==> config.mk <==
export PLATFORM = sky130hd
export DESIGN_NAME = sample_readout
export DESIGN_NICKNAME = d
export VERILOG_FILES = /design/src/rtl/sample_readout.sv
export SDC_FILE = /design/constraint.sdc
export NUM_CORES = 1
export LEC_CHECK = 0
export CAP_MARGIN = 20
export CORE_MARGIN = 3
export CORE_UTILIZATION = 44
export CTS_CLUSTER_DIAMETER = 100
export DETAILED_ROUTE_END_ITERATION = 12
export GPL_TIMING_DRIVEN = 1
export MAX_ROUTING_LAYER = met4
export PLACE_DENSITY = 0.9
export RECOVER_POWER = 100
export SYNTH_ARGS = -nofsm -noshare
export SYNTH_HDL_FRONTEND = slang
export SYNTH_SLANG_ARGS = --single-unit
==> constraint.sdc <==
create_clock -name clock -period 2.5 [get_ports clock]
set_input_delay 0.5 -clock clock [delete_from_list [all_inputs] [get_ports clock]]
set_output_delay 0.5 -clock clock [all_outputs]
set_load 0.005 [all_outputs]
==> src/rtl/sample_readout.sv <==
// Read-side controller for the capture sample memory: strobes reads newest-first and hands each
// word to the serial transmitter. Define READOUT_GROUP_MASK_EN to add per-byte group masking.
module sample_readout #(
    parameter int DATA_WIDTH  = 32,
    parameter int COUNT_WIDTH = 18,
    parameter int MEM_LATENCY = 2
) (
    input  logic                     clock,
    input  logic                     reset_n,
    input  logic                     start,
    input  logic [COUNT_WIDTH-1:0]   readCount,
    output logic                     memRead,
    input  logic [DATA_WIDTH-1:0]    memData,
    output logic [DATA_WIDTH-1:0]    txData,
    output logic                     txSend,
    input  logic                     txBusy,
    output logic                     busy,
    output logic                     done
`ifdef READOUT_GROUP_MASK_EN
    ,
    input  logic [DATA_WIDTH/8-1:0]  disabledGroups,
    output logic [DATA_WIDTH/8-1:0]  txByteEn
`endif
);

    localparam int GROUPS = DATA_WIDTH / 8;
    localparam int LAT_W  = (MEM_LATENCY > 1) ? $clog2(MEM_LATENCY) : 1;

    localparam logic [LAT_W-1:0]       LAT_LOAD  = LAT_W'(MEM_LATENCY - 1);
    localparam logic [LAT_W-1:0]       LAT_ONE   = LAT_W'(1);
    localparam logic [COUNT_WIDTH-1:0] COUNT_ONE = COUNT_WIDTH'(1);

    localparam logic [2:0] IDLE    = 3'd0;
    localparam logic [2:0] READ    = 3'd1;
    localparam logic [2:0] WAITMEM = 3'd2;
    localparam logic [2:0] LATCH   = 3'd3;
    localparam logic [2:0] SEND    = 3'd4;
    localparam logic [2:0] SETTLE  = 3'd5;
    localparam logic [2:0] WAITTX  = 3'd6;
    localparam logic [2:0] FINISH  = 3'd7;

    logic [2:0]             state_q, state_d;
    logic [COUNT_WIDTH-1:0] remaining_q, remaining_d;
    logic [LAT_W-1:0]       lat_q, lat_d;
    logic [DATA_WIDTH-1:0]  tx_data_q, tx_data_d;
    logic [GROUPS-1:0]      mask_q, mask_d;
    logic [GROUPS-1:0]      byte_en_q, byte_en_d;
    logic [GROUPS-1:0]      start_mask;

`ifdef READOUT_GROUP_MASK_EN
    assign start_mask = disabledGroups;
`else
    assign start_mask = '0;
`endif

    always_comb begin
        state_d     = state_q;
        remaining_d = remaining_q;
        lat_d       = lat_q;
        tx_data_d   = tx_data_q;
        mask_d      = mask_q;
        byte_en_d   = byte_en_q;

        case (state_q)
            IDLE: begin
                if (start) begin
                    mask_d    = start_mask;
                    byte_en_d = ~start_mask;
                    if (readCount != '0) begin
                        remaining_d = readCount;
                        state_d     = READ;
                    end else begin
                        state_d = FINISH;
                    end
                end
            end
            READ: begin
                lat_d   = LAT_LOAD;
                state_d = WAITMEM;
            end
            // The counter is compared before decrementing so WAITMEM lasts MEM_LATENCY-1 cycles.
            WAITMEM: begin
                if (lat_q <= LAT_ONE) begin
                    state_d = LATCH;
                end else begin
                    lat_d = lat_q - LAT_ONE;
                end
            end
            LATCH: begin
                tx_data_d = memData;
                for (int g = 0; g < GROUPS; g++) begin
                    if (mask_q[g]) begin
                        tx_data_d[g*8 +: 8] = 8'h00;
                    end
                end
                remaining_d = remaining_q - COUNT_ONE;
                state_d     = SEND;
            end
            SEND: begin
                if (!txBusy) begin
                    state_d = SETTLE;
                end
            end
            SETTLE: begin
                state_d = WAITTX;
            end
            WAITTX: begin
                if (!txBusy) begin
                    state_d = (remaining_q == '0) ? FINISH : READ;
                end
            end
            FINISH: begin
                state_d = IDLE;
            end
            default: begin
                state_d = IDLE;
            end
        endcase
    end

    always_ff @(posedge clock) begin
        if (!reset_n) begin
            state_q     <= IDLE;
            remaining_q <= '0;
            lat_q       <= '0;
            tx_data_q   <= '0;
            mask_q      <= '0;
            byte_en_q   <= '0;
        end else begin
            state_q     <= state_d;
            remaining_q <= remaining_d;
            lat_q       <= lat_d;
            tx_data_q   <= tx_data_d;
            mask_q      <= mask_d;
            byte_en_q   <= byte_en_d;
        end
    end

    // Strobes decode straight from the state register, so reset clears them on the same edge.
    assign memRead = (state_q == READ);
    assign txSend  = (state_q == SEND) && !txBusy;
    assign busy    = (state_q != IDLE);
    assign done    = (state_q == FINISH);
    assign txData  = tx_data_q;

`ifdef READOUT_GROUP_MASK_EN
    assign txByteEn = byte_en_q;
`endif

endmodule
==> results.py, run 1 <==
metrics = {
    "detailed_routing": {
        "vias": 2632,
        "wl_met3_um": 449,
        "dr.pass1.iters": 4,
        "ant_nets": 0,
        "top_layer": "met4",
        "routed_wl_um": 6610,
        "drc_errors": 0,
        "wl_met1_um": 2860,
        "wire_per_inst_um": 13.7,
        "met2WireLength_um": 3200,
        "via_per_inst": 5.47,
        "drt-initial-drc-count": 307,
    },
    "die": {
        "dieArea_um2": 6530,
        "die_w_um": 80.8,
        "rows": 26,
        "die_y_um": 80.8,
        "io_pins": 90,
        "initial_core_util": 0.467,
        "core_um2": 5270,
    },
    "placement": {
        "io_buffers": 89,
        "gp_congestion": 0.925,
        "dp_hpwl_um": 4730,
    },
    "layout": {
        "final_cell_mix": "85 x nand2_1, 57 x a21oi_1, 53 x clkdlybuf4s50_1, 53 x dfxtp_1, 36 x dlygate4sd3_1",
        "multiInputGateArea_um2": 1280,
        "final_common_cell": "nand2_1",
        "fin_nets": 465,
        "diodes": 0,
        "drive_gt1_frac": 0.0608,
        "seq_area_um2": 1060,
        "syn2layout_area_growth_pct": 42.4,
        "fillCellCount": 475,
    },
    "power_and_ir_drop": {
        "cellPowerDensity_nw_per_um2": 681,
        "pwr-share-comb": 0.363,
        "p_leak_nw": 1.35,
        "switching_share": 0.356,
        "ir_worst_vdd_uv": 354,
        "power.switching_uw": 851,
        "internal_power_mw": 1.54,
        "p_clk_frac": 0.197,
        "pwr-share-seq": 0.440,
    },
    "setup_path": {
        "worstSetupStartpointType": "input port",
        "reg2reg_to": "txData[27]",
        "cp.buffers_inverters": 2,
        "cpMostUsedCell": "clkdlybuf4s50_1",
        "reg2reg_depth": 4,
        "slowest_delay_ps": 530,
        "critPathArrivalTime_ps": 1810,
        "worstPathRequired_ps": 2000,
        "crit_path_end_kind": "primary output",
        "cp_max_fo": 2,
        "rrSetupSlack_ps": 400,
        "reg2reg_from": "state_q[0]",
        "crit_chain": "clkdlybuf4s50_1 > nor2b_1 > nor3b_1 > clkdlybuf4s50_1",
        "crit_slowest_cell": "clkdlybuf4s50_1",
        "critical_path_class": "in -> out",
        "critPathTopFamily": "buffers and inverters",
    },
    "logic_synthesis": {
        "synth_warnings": 0,
        "syn-mean-instance-area_um2": 7.46,
        "syn_inst": 330,
        "synth_edf_count": 0,
        "synthArstFlopShare": 0,
        "syn_area_um2": 2460,
        "syn_nets": 385,
        "ys_ff_latch": 53,
        "synth.distinct_cells": 42,
        "ys_seq_area_frac": 0.431,
        "ys.flop_type": "dfxtp_1",
    },
    "clock_network": {
        "post_cts_buffers": 0,
        "cts_buffers": 5,
        "tritoncts": "yes",
        "clk_latency_ps": 310,
        "cts_hold_buf": 0,
        "cts_resized": 0,
        "cts_max_level": 2,
        "clk_path_buf_depth": 2,
        "clock_sinks": 53,
        "cts.clk_slew.worst_paths_ps": 90,
        "clock-root-buffer": "clkbuf_8",
    },
    "timing": {
        "slew_violations": 0,
        "period_needed_ps": 2310,
        "timing.final.crit_share": 0.923,
        "timing.hold.ws_ps": 453,
        "setup_viol": 0,
        "setup_tns_ps": 0,
        "final.setup_skew_ps": 5.71,
        "worst_pin_slew_ps": 780,
        "grt_setup_unrepaired": "false",
        "hold_violations": 0,
        "slew_headroom": 0.480,
        "max_freq_ghz": 0.434,
    },
    "hold_path": {
        "min_to": "txData[22]",
        "min_path_cells": 2,
        "worst_hold_startpoint": "txData[22]",
        "hold_class": "reg -> reg",
    },
    "global_route": {
        "grt_usage": 0.209,
        "antenna_found_initial": 0,
        "grt_pass1_wl_um": 10600,
        "grt_max_degree": 74,
        "gr-total-overflow": 0,
        "grt_pass1_vias": 2317,
    },
    "status": {
        "outcome": "finished clean",
    },
    "job": {
        "maxCapViolCount": 0,
    },
}
==> state kept, by name, indices dropped and copies added (netlist names) <==
signal and count:
remaining_q 18, txData 32, state_q 3
==> per-layer routing <==
metal | vias up | GRT usage
li1 | 1315 | -
met1 | 1223 | 0.265
met2 | 85 | 0.332
met3 | 9 | 0.0488
met4 | 0 | 0.0608
met5 | - | -
==> kinds of logic after synthesis <==
group / count (synthesis) / share of synthesized area
compound gates: 105 / 0.251
simple gates: 140 / 0.265
flops: 53 / 0.431
fa+ha+maj: 1 / 0.00508
buf+inv: 31 / 0.0483
==> worst min-delay path, cell delays in order (launching register included) <==
cell and delay, ps:
dfxtp_1 320, nand2_1 50, a21oi_1 50
==> final cells by class <==
cell class | count | share of cell area
Timing Repair Buffer | 100 | 0.278
Inverter | 4 | 0.00428
Tap cell | 70 | 0.0250
Clock inverter | 3 | 0.00500
Clock buffer | 5 | 0.0196
Multi-Input combinational cell | 246 | 0.366
Sequential cell | 53 | 0.303
==> stage by stage <==
step | worst slack, ps | instance area [µm²] | util | std cells | power, mW
floorplan | 455 | 2460 | - | 330 | 1.61
global placement | 16.0 | 3430 | 0.651 | 473 | 1.93
detailed placement | 17.4 | 3430 | 0.651 | 473 | 1.95
CTS | 177 | 3520 | 0.668 | 481 | 2.42
global route | 58.4 | 3510 | 0.665 | 481 | 2.55
finish | 193 | 3510 | 0.665 | 481 | 2.39
==> cells in the mapped netlist (2+ instances only) <==
| cell | number | share of area |
|---|---|---|
| nand2_1 | 85 | 0.13 |
| a21oi_1 | 57 | 0.12 |
| dfxtp_1 | 53 | 0.43 |
| clkbuf_1 | 22 | 0.034 |
| o21ai_0 | 19 | 0.039 |
| nor2_1 | 15 | 0.023 |
| nor3_1 | 7 | 0.014 |
| nor4_1 | 6 | 0.015 |
| a31o_2 | 4 | 0.014 |
| inv_1 | 4 | 0.0061 |
| nor3b_1 | 4 | 0.012 |
| o41ai_1 | 4 | 0.014 |
| a211oi_1 | 3 | 0.0091 |
| a22o_1 | 3 | 0.011 |
| a32o_1 | 3 | 0.012 |
| and3_1 | 3 | 0.0076 |
| buf_1 | 3 | 0.0046 |
| o21a_1 | 3 | 0.0091 |
| or3_1 | 3 | 0.0076 |
| a21o_1 | 2 | 0.0061 |
| buf_2 | 2 | 0.0041 |
| nand4b_1 | 2 | 0.0071 |
| nor2b_1 | 2 | 0.0051 |
| nor3_2 | 2 | 0.0081 |
| or4_1 | 2 | 0.0061 |
==> power by group through the flow <==
| stage | registers (mW) | logic, mW | clock network [mW] |
|---|---|---|---|
| floorplan | 1.03 | 0.582 | 0 |
| CTS | 1.05 | 0.886 | 0.488 |
| detailed placement | 1.07 | 0.880 | 0 |
| finish | 1.05 | 0.867 | 0.472 |
| global route | 1.07 | 0.962 | 0.522 |
| global placement | 1.06 | 0.869 | 0 |
==> worst max-delay path by stage <==
stage / startpoint / to / slack (ps) / cells past startpoint
floorplan: remaining_q[0] / remaining_q[16] / 460 / 8
CTS: txBusy / txSend / 180 / 4
finish: txBusy / txSend / 190 / 4
global placement: readCount[12] / remaining_q[4] / 20 / 7
global route: state_q[2] / txSend / 60 / 3
detailed placement: readCount[13] / remaining_q[4] / 20 / 7
Note: power is estimated with default switching activity, not from simulation.
==> inputs of run 2 (changes only) <==
--- a/config.mk
+++ b/config.mk
@@ -9,6 +9,7 @@
 export CORE_MARGIN = 3
 export CORE_UTILIZATION = 44
 export CTS_CLUSTER_DIAMETER = 100
+export CTS_CLUSTER_SIZE = 28
 export DETAILED_ROUTE_END_ITERATION = 12
 export GPL_TIMING_DRIVEN = 1
 export MAX_ROUTING_LAYER = met4
==> results of run 2 <==
Final layout, timing and power as in run 1 (identical DEF).
==> inputs of run 3 (changes only) <==
--- a/config.mk
+++ b/config.mk
@@ -11,10 +11,12 @@
 export CTS_CLUSTER_DIAMETER = 100
 export CTS_CLUSTER_SIZE = 28
 export DETAILED_ROUTE_END_ITERATION = 12
+export GPL_ROUTABILITY_DRIVEN = 0
 export GPL_TIMING_DRIVEN = 1
 export MAX_ROUTING_LAYER = met4
 export PLACE_DENSITY = 0.9
 export RECOVER_POWER = 100
+export SLEW_MARGIN = 20
 export SYNTH_ARGS = -nofsm -noshare
 export SYNTH_HDL_FRONTEND = slang
 export SYNTH_SLANG_ARGS = --single-unit
==> constraint.sdc (replaced) <==
create_clock -name clock -period 2.6 [get_ports clock]
set_input_delay 0.52 -clock clock [delete_from_list [all_inputs] [get_ports clock]]
set_output_delay 0.52 -clock clock [all_outputs]
set_load 0.005 [all_outputs]
==> results.py, run 3 (synthesis results as in run 1) <==
metrics = {
    "setup_path": {
        "reg2reg_depth": 4,
        "reg2reg_to": "remaining_q[8]",
        "crit_slowest_cell": "dlygate4sd3_1",
        "crit_chain": "clkdlybuf4s50_1 > nor2b_1 > nor3b_1 > dlygate4sd3_1",
        "worstSetupStartpointType": "input port",
        "critical_path_class": "in -> out",
        "critPathArrivalTime_ps": 1870,
        "crit_start": "txBusy",
        "worstPathRequired_ps": 2080,
        "reg2reg_from": "state_q[2]",
        "cp_max_fo": 2,
        "slowest_delay_ps": 590,
        "crit_path_end_kind": "primary output",
        "crit_end": "txSend",
        "rrSetupSlack_ps": 320,
    },
    "placement": {
        "io_buffers": 89,
        "dp_hpwl_um": 4720,
        "pre_cts_ws_ps": -132,
        "dpl_cell_area_um2": 3450,
    },
    "timing": {
        "slew_violations": 0,
        "layout_setup_ws_ps": 210,
        "hold_violations": 0,
        "worst_pin_slew_ps": 710,
        "final.setup_skew_ps": 9.00,
        "setup_viol": 0,
        "timing.final.crit_share": 0.919,
        "timing.hold.ws_ps": 454,
        "slew_headroom": 0.525,
        "period_needed_ps": 2390,
        "max_freq_ghz": 0.418,
        "grt_setup_unrepaired": "false",
    },
    "die": {
        "dieArea_um2": 6530,
        "core_um2": 5270,
        "die_y_um": 80.8,
        "initial_core_util": 0.467,
        "io_pins": 90,
        "die_w_um": 80.8,
        "rows": 26,
    },
    "global_route": {
        "antenna_found_initial": 0,
        "grt_pass1_vias": 2385,
        "gr-total-overflow": 0,
        "grt_max_degree": 37,
        "grt_usage": 0.212,
        "grt_pass1_wl_um": 10800,
    },
    "detailed_routing": {
        "wire_per_inst_um": 14.1,
        "vias": 2678,
        "ant_nets": 0,
        "via_per_inst": 5.54,
        "dr.pass1.iters": 5,
        "drt-initial-drc-count": 230,
        "drc_errors": 0,
        "routed_wl_um": 6790,
    },
    "clock_network": {
        "post_cts_buffers": 0,
        "cts_max_level": 2,
        "tritoncts": "yes",
        "clk_path_buf_depth": 2,
        "cts.clk_slew.worst_paths_ps": 90,
        "clock_sinks": 53,
        "clock-root-buffer": "clkbuf_8",
        "cts_buffers": 5,
        "clk_latency_ps": 310,
        "cts_resized": 0,
        "cts_hold_buf": 0,
    },
    "layout": {
        "drive_gt1_frac": 0.0678,
        "utilization": 0.675,
        "fin_nets": 467,
        "largest_reg_flops": 32,
        "final_common_cell": "nand2_1",
        "fin_area_um2": 3560,
        "diodes": 0,
        "final_cell_mix": "85 x nand2_1, 57 x a21oi_1, 53 x dfxtp_1, 52 x clkdlybuf4s50_1, 37 x dlygate4sd3_1",
        "syn2layout_area_growth_pct": 44.6,
    },
    "hold_path": {
        "hold_class": "reg -> reg",
    },
    "power_and_ir_drop": {
        "p_leak_nw": 1.38,
        "ir_worst_vdd_uv": 407,
        "cellPowerDensity_nw_per_um2": 687,
    },
    "job": {
        "maxCapViolCount": 0,
    },
    "status": {
        "outcome": "finished clean",
    },
}
[run 3: power by group]
group	leakage (nW)	internal [mW]	switching [mW]
logic	0.893	0.392	0.463
registers	0.431	0.909	0.102
clock network	0.0603	0.295	0.285
total	1.38	1.60	0.850
[run 3: area by class of cell]
| class | instances | area [µm²] |
|---|---|---|
| flip-flops and latches | 53 | 1060 |
| inverters | 4 | 15.0 |
| clock inverters | 3 | 50.0 |
| well taps | 70 | 87.6 |
| repair buffers | 102 | 993 |
| clock buffers | 5 | 68.8 |
| multi-input cells | 246 | 1280 |
| fillers | 441 | 1710 |
[run 3: stage by stage]
stage               TNS, ps  std cells  total power, mW
global placement       -126        475             1.85
floorplan                 0        330             1.55
global route              0        483             2.59
CTS                       0        483             2.47
finish                    0        483             2.45
detailed placement     -771        475             1.88
[run 3: worst min-delay path by stage]
stage,start,end,cells after the start
final,txData[4],txData[4],2
after global placement,txData[21],txData[21],2
after global routing,txData[1],txData[1],2
after detailed placement,txData[17],txData[17],2
after floorplan,remaining_q[13],remaining_q[13],2
after CTS,txData[4],txData[4],2
[run 3: layer usage]
layer,track usage,routed length [µm],share of wire,up-vias
li1,-,-,-,1326
met1,0.260,2810,0.41,1220
met2,0.354,3360,0.50,120
met4,0.0591,97,0.014,0
met3,0.0443,522,0.077,12
met5,-,0,0,-
[run 3: critical path: cells and delay by family]
kind	cells	cell delay (ps)
buf+inv	2	1020
simple gates	2	330
